`config.mk`:
```
export PLATFORM = sky130hd
export DESIGN_NAME = regfile_write_arbiter
export DESIGN_NICKNAME = d
export VERILOG_FILES = /design/src/rtl/regfile_write_arbiter.sv
export SDC_FILE = /design/constraint.sdc
export NUM_CORES = 1
export LEC_CHECK = 0
export ABC_AREA = 1
export BUFFER_PORTS_ARGS = -buffer_cell sky130_fd_sc_hd__buf_4
export CORE_MARGIN = 3
export CORE_UTILIZATION = 49
export DETAILED_ROUTE_END_ITERATION = 12
export PLACE_DENSITY = 0.85
export SETUP_SLACK_MARGIN = 0.5
export SYNTH_ARGS = -nofsm -noshare
export SYNTH_HDL_FRONTEND = slang
export SYNTH_SLANG_ARGS = --single-unit
```
`constraint.sdc`:
```
create_clock -name clk -period 3.2 [get_ports clk]
set_input_delay 0.16 -clock clk [delete_from_list [all_inputs] [get_ports clk]]
set_output_delay 0.16 -clock clk [all_outputs]
set_load 0.02 [all_outputs]
```
`src/rtl/regfile_write_arbiter.sv`:
```
// Round-robin arbiter for the register_file write port, with a clear pass of R0..R30 after every reset.
// Define REGFILE_ARB_STATS_EN to add saturating per-port grant and zero-register drop counters.
//   state | meaning
//   CLEAR | zeroing R0..ZERO_REG-1, requesters held off
//   RUN   | round-robin arbitration between port 0 and port 1
module regfile_write_arbiter #(
    parameter int ADDR_W   = 5,
    parameter int DATA_W   = 32,
    parameter int ZERO_REG = 31
) (
    input  logic              clk,
    input  logic              rst,
    input  logic              req0_valid,
    input  logic [ADDR_W-1:0] req0_addr,
    input  logic [DATA_W-1:0] req0_data,
    output logic              req0_ready,
    input  logic              req1_valid,
    input  logic [ADDR_W-1:0] req1_addr,
    input  logic [DATA_W-1:0] req1_data,
    output logic              req1_ready,
    output logic              rf_we,
    output logic [ADDR_W-1:0] rf_wa,
    output logic [DATA_W-1:0] rf_wd,
    output logic              init_busy
`ifdef REGFILE_ARB_STATS_EN
    ,
    output logic [15:0]       grant0_cnt,
    output logic [15:0]       grant1_cnt,
    output logic [7:0]        zero_drop_cnt
`endif
);

    typedef enum logic {S_CLEAR, S_RUN} state_t;

    localparam logic [ADDR_W-1:0] ZERO_ADDR = ADDR_W'(ZERO_REG);
    localparam logic [ADDR_W-1:0] LAST_CLR  = ADDR_W'(ZERO_REG - 1);

    state_t            state_q, state_d;
    logic [ADDR_W-1:0] clear_ptr_q, clear_ptr_d;
    logic              last_grant_q, last_grant_d;
    logic              rf_we_q, rf_we_d;
    logic [ADDR_W-1:0] rf_wa_q, rf_wa_d;
    logic [DATA_W-1:0] rf_wd_q, rf_wd_d;
    logic              xfer;
    logic [ADDR_W-1:0] sel_addr;
    logic [DATA_W-1:0] sel_data;

    always_comb begin
        state_d      = state_q;
        clear_ptr_d  = clear_ptr_q;
        last_grant_d = last_grant_q;
        rf_we_d      = 1'b0;
        rf_wa_d      = rf_wa_q;
        rf_wd_d      = rf_wd_q;
        req0_ready   = 1'b0;
        req1_ready   = 1'b0;
        xfer         = 1'b0;
        sel_addr     = req0_addr;
        sel_data     = req0_data;
        case (state_q)
            S_CLEAR: begin
                rf_we_d = 1'b1;
                rf_wa_d = clear_ptr_q;
                rf_wd_d = '0;
                // Pointer stops at the last cleared address instead of wrapping.
                if (clear_ptr_q == LAST_CLR) begin
                    state_d = S_RUN;
                end else begin
                    clear_ptr_d = clear_ptr_q + 1'b1;
                end
            end
            S_RUN: begin
                if (req0_valid && (!req1_valid || last_grant_q)) begin
                    req0_ready   = 1'b1;
                    last_grant_d = 1'b0;
                end else if (req1_valid) begin
                    req1_ready   = 1'b1;
                    last_grant_d = 1'b1;
                    sel_addr     = req1_addr;
                    sel_data     = req1_data;
                end
                xfer = req0_ready | req1_ready;
                if (xfer && sel_addr != ZERO_ADDR) begin
                    rf_we_d = 1'b1;
                    rf_wa_d = sel_addr;
                    rf_wd_d = sel_data;
                end
            end
            default: state_d = S_CLEAR;
        endcase
    end

    always_ff @(posedge clk) begin
        if (rst) begin
            state_q      <= S_CLEAR;
            clear_ptr_q  <= '0;
            last_grant_q <= 1'b1;
            rf_we_q      <= 1'b0;
            rf_wa_q      <= '0;
            rf_wd_q      <= '0;
        end else begin
            state_q      <= state_d;
            clear_ptr_q  <= clear_ptr_d;
            last_grant_q <= last_grant_d;
            rf_we_q      <= rf_we_d;
            rf_wa_q      <= rf_wa_d;
            rf_wd_q      <= rf_wd_d;
        end
    end

    assign rf_we     = rf_we_q;
    assign rf_wa     = rf_wa_q;
    assign rf_wd     = rf_wd_q;
    assign init_busy = (state_q == S_CLEAR);

`ifdef REGFILE_ARB_STATS_EN
    logic [15:0] grant0_cnt_q, grant1_cnt_q;
    logic [7:0]  zero_drop_cnt_q;
    logic        zero_drop;

    assign zero_drop = xfer && (sel_addr == ZERO_ADDR);

    always_ff @(posedge clk) begin
        if (rst) begin
            grant0_cnt_q    <= '0;
            grant1_cnt_q    <= '0;
            zero_drop_cnt_q <= '0;
        end else begin
            if (req0_valid && req0_ready && grant0_cnt_q != '1)
                grant0_cnt_q <= grant0_cnt_q + 1'b1;
            if (req1_valid && req1_ready && grant1_cnt_q != '1)
                grant1_cnt_q <= grant1_cnt_q + 1'b1;
            if (zero_drop && zero_drop_cnt_q != '1)
                zero_drop_cnt_q <= zero_drop_cnt_q + 1'b1;
        end
    end

    assign grant0_cnt    = grant0_cnt_q;
    assign grant1_cnt    = grant1_cnt_q;
    assign zero_drop_cnt = zero_drop_cnt_q;
`endif

endmodule

```
==> flow_results.xml <==
<?xml version="1.0" encoding="UTF-8"?>
<metrics>
  <group name="status">
    <metric name="outcome" unit="">finished clean</metric>
  </group>
  <group name="placement">
    <metric name="number_of_port_buffers" unit="">118</metric>
    <metric name="dp_hpwl" unit="um">5267</metric>
    <metric name="placedCellCount" unit="">503</metric>
    <metric name="place.gp.congestion" unit="">0.8656</metric>
  </group>
  <group name="cts">
    <metric name="clkSlewWorstSetupHoldPaths" unit="ps">80</metric>
    <metric name="cts_tree" unit="">yes</metric>
    <metric name="cts_repair_resize_count" unit="">0</metric>
    <metric name="worst_skew_pair.late_latency" unit="ps">290</metric>
    <metric name="cts_max_path_buffers" unit="">2</metric>
    <metric name="cts_made_buffers" unit="">5</metric>
    <metric name="postCtsSetupBuffers" unit="">0</metric>
    <metric name="ctsHoldBuffers" unit="">0</metric>
    <metric name="cts-htree-levels" unit="">2</metric>
    <metric name="clock-root-buffer" unit="">sky130_fd_sc_hd__clkbuf_8</metric>
    <metric name="cts_sinks" unit="">45</metric>
  </group>
  <group name="critical_path">
    <metric name="timing.critical_path.slowest_stage_cell" unit="">sky130_fd_sc_hd__o21bai_4</metric>
    <metric name="critical_path_buf_inv_count" unit="">2</metric>
    <metric name="critical_path_arrival" unit="ps">2180</metric>
    <metric name="cp-start-kind" unit="">flip-flop</metric>
    <metric name="path_class" unit="">reg -&gt; reg</metric>
    <metric name="worst_path_largest_cell_delay" unit="ps">480</metric>
    <metric name="worstPathMaxFanout" unit="">25</metric>
    <metric name="cp_data_required_time" unit="ps">3390</metric>
    <metric name="endpoint_type_of_the_worst_setup_path" unit="">flip-flop</metric>
    <metric name="critical-path-top-delay-family" unit="">simple AND/OR/NAND/NOR gates</metric>
    <metric name="worst_path_most_repeated_cell" unit="">sky130_fd_sc_hd__nand2_1</metric>
    <metric name="path_cells" unit="">inv_2 -&gt; nand2_2 -&gt; nand2_2 -&gt; nand2_1 -&gt; nand2_1 -&gt; nand3_1 -&gt; o21bai_4 -&gt; buf_4 -&gt; nor2_2 -&gt; nand2_1 -&gt; nand2_1</metric>
  </group>
  <group name="logic_synthesis">
    <metric name="yosys.area.top_type_share" unit="%">38.92</metric>
    <metric name="synth_area" unit="um2">2315</metric>
    <metric name="yosys.area.top_type" unit="">sky130_fd_sc_hd__dfxtp_1</metric>
    <metric name="synth_edf_count" unit="">0</metric>
    <metric name="synthFlopType" unit="">sky130_fd_sc_hd__dfxtp_1</metric>
    <metric name="yosys_warnings" unit="">0</metric>
    <metric name="synth_fp_nets" unit="">426</metric>
    <metric name="synth.yosys.seq_area_share" unit="%">38.92</metric>
    <metric name="synthesis.area_per_instance" unit="um2">6.690</metric>
    <metric name="post_synth_most_frequent_cells" unit="">sky130_fd_sc_hd__nand2_1, sky130_fd_sc_hd__dfxtp_1, sky130_fd_sc_hd__nor2_1, sky130_fd_sc_hd__nand3_1, sky130_fd_sc_hd__a21oi_1</metric>
    <metric name="share_of_flip_flops_with_an_asynchronous_set_or_reset_after_synthesis" unit="%">0</metric>
    <metric name="postSynthCellCount" unit="">346</metric>
    <metric name="yosys_register_bits" unit="">45</metric>
    <metric name="synth.top_cells.by_area" unit="">sky130_fd_sc_hd__dfxtp_1, sky130_fd_sc_hd__nand2_1, sky130_fd_sc_hd__nand3_1</metric>
    <metric name="yosys.cell_count.top_type" unit="">sky130_fd_sc_hd__nand2_1</metric>
    <metric name="yosys.cell_types.count" unit="">27</metric>
  </group>
  <group name="drt">
    <metric name="vias_per_cell" unit="">5.037</metric>
    <metric name="drt_first_iter_violations" unit="">142</metric>
    <metric name="wl_per_cell" unit="um">13.08</metric>
    <metric name="drtPass1Iterations" unit="">4</metric>
    <metric name="detail-route-antenna-nets" unit="">0</metric>
    <metric name="wirelength" unit="um">6685</metric>
    <metric name="dr_total_vias" unit="">2574</metric>
    <metric name="drc" unit="">0</metric>
  </group>
  <group name="grt">
    <metric name="groute.usage.overall" unit="%">23.16</metric>
    <metric name="first_global_vias" unit="">2343</metric>
    <metric name="number_of_antenna_violations_at_the_first_check_in_global_routing" unit="">0</metric>
    <metric name="grt_pass1_wl" unit="um">10050</metric>
    <metric name="grt_start_max_net_pins" unit="">31</metric>
    <metric name="grt.overflow.total" unit="">0</metric>
  </group>
  <group name="timing">
    <metric name="rsz_0062_raised_after_global_routing" unit="">false</metric>
    <metric name="min_period_over_period" unit="%">62.22</metric>
    <metric name="tightestPinTransition" unit="ps">530.7</metric>
    <metric name="worst_slew_margin_rel" unit="%">64.52</metric>
    <metric name="slew_violations" unit="">0</metric>
    <metric name="finalWorstPathRequiredPeriod" unit="ps">1991</metric>
    <metric name="setup-violations-final" unit="">0</metric>
    <metric name="timing.final.hold_violations" unit="">0</metric>
    <metric name="skew" unit="ps">7.247</metric>
    <metric name="maxClockFrequency" unit="MHz">502.2</metric>
    <metric name="setup_total_negative_slack" unit="ps">0</metric>
  </group>
  <group name="floorplanning">
    <metric name="i_o_pin_total" unit="">119</metric>
    <metric name="design.die.area" unit="um2">5585</metric>
    <metric name="row_count" unit="">24</metric>
    <metric name="die-width" unit="um">74.73</metric>
    <metric name="fp.coreArea" unit="um2">4444</metric>
    <metric name="start_util" unit="%">52.08</metric>
    <metric name="die-height" unit="um">74.73</metric>
  </group>
  <group name="pwr">
    <metric name="share_of_power_burned_in_combinational_logic" unit="%">17.3</metric>
    <metric name="vdd.ir_drop.worst" unit="mV">0.2917</metric>
    <metric name="switching_pwr" unit="mW">0.2841</metric>
    <metric name="total_leakage_power" unit="nW">1.682</metric>
    <metric name="finalPower" unit="mW">1.100</metric>
    <metric name="intPower" unit="mW">0.8163</metric>
    <metric name="clock_power_share" unit="%">30.8</metric>
    <metric name="power_density" unit="nW/um2">334.5</metric>
    <metric name="power.sequential.fraction" unit="%">51.8</metric>
    <metric name="netSwitchingFraction" unit="%">25.82</metric>
  </group>
  <group name="hold_path">
    <metric name="min_path_type" unit="">in -&gt; reg</metric>
  </group>
  <group name="job">
    <metric name="max_cap_viol_count" unit="">0</metric>
  </group>
  <group name="finish">
    <metric name="layoutNonFillerInstCount" unit="">511</metric>
    <metric name="final_net_count" unit="">538</metric>
    <metric name="layout-area-overhead-vs-synth" unit="%">42.11</metric>
    <metric name="final_layout_size_suffix_gt1_share" unit="%">32.03</metric>
    <metric name="num_antenna_cells" unit="">0</metric>
  </group>
</metrics>
-- power groups by stage --
stage	Sequential (mW)	Clock, mW	Combinational, mW
2_1_floorplan	0.586	0	0.0943
3_3_place_gp	0.583	0	0.187
3_5_place_dp	0.584	0	0.192
4_1_cts	0.570	0.345	0.192
5_1_grt	0.572	0.366	0.211
6_report	0.570	0.339	0.191
-- cells in the final DEF (no fill, tap or decap), types with 7 or more instances in the layout --
master,synthesis,routed
sky130_fd_sc_hd__a21oi_1,24,24
sky130_fd_sc_hd__buf_4,2,122
sky130_fd_sc_hd__dfxtp_1,45,45
sky130_fd_sc_hd__inv_1,20,20
sky130_fd_sc_hd__mux2i_1,7,7
sky130_fd_sc_hd__nand2_1,129,129
sky130_fd_sc_hd__nand3_1,26,26
sky130_fd_sc_hd__nand4_1,8,8
sky130_fd_sc_hd__nor2_1,28,28
sky130_fd_sc_hd__o21ai_0,14,14
-- per-layer routing --
metal  track usage, %  up-vias  part of all wire [%]
met5                0        -                     0
met4            4.150        0                  0.66
met3            6.008        4                   7.5
met2            43.02       79                    52
met1            26.96     1157                    40
li1                 -     1334                     -
-- tightest hold or removal path, stage by stage --
cell	delay, ps
sky130_fd_sc_hd__buf_4	80
sky130_fd_sc_hd__nand2_1	40
sky130_fd_sc_hd__nand2_1	50
sky130_fd_sc_hd__nand2_1	50
sky130_fd_sc_hd__nand2_1	40
-- metrics by stage --
stage / utilization (%) / hold slack [ps] / cell area (um2) / setup slack [ps]
4_1_cts: 74.01 / 145.5 / 3289 / 1197
2_1_floorplan: - / 348.6 / 2315 / 1741
3_3_place_gp: 72.16 / 454.1 / 3207 / 1309
3_5_place_dp: 72.16 / 456.8 / 3207 / 1215
5_1_grt: 74.01 / 159.3 / 3289 / 1013
6_report: 74.01 / 148.7 / 3289 / 1209
-- area by class of cell --
| class | instances | area, um2 |
|---|---|---|
| Multi-Input combinational cell | 258 | 1227 |
| Inverter | 26 | 97.59 |
| Tap cell | 52 | 65.06 |
| Timing Repair Buffer | 122 | 915.9 |
| Fill cell | 382 | 1155 |
| Sequential cell | 45 | 900.9 |
| Clock inverter | 2 | 10.01 |
| Clock buffer | 6 | 72.57 |
-- logic make-up (layout without fill, tap and decap cells) --
group | count (synthesis) | in the layout | share of synthesized area (%)
multiplexers | 13 | 13 | 5.946
AND/OR/NAND/NOR | 199 | 199 | 35.30
AO/OA/AOI/OAI | 44 | 44 | 10.49
buffers and inverters | 43 | 156 | 8.270
flip-flops | 45 | 45 | 38.92
adder cells (fa/ha/maj) | 2 | 2 | 1.081
-- final timing paths --
kind	start	endpoint	slack, ps	depth (start not counted)
worst max register to register	last_grant_q	rf_wd[10]	1210	11
worst min register to register	rf_wd[14]	rf_wd[14]	470	2
worst max-delay path	last_grant_q	rf_wd[10]	1210	11
worst min-delay path	req0_data[12]	rf_wd[12]	150	5
-- flip-flops by register name, summed over array words and instances (netlist names) --
signal and count:
state_q 1, rf_we 1, clear_ptr_q 5, rf_wd 32, last_grant_q 1, rf_wa 5
Note: power is estimated with default switching activity, not from simulation.
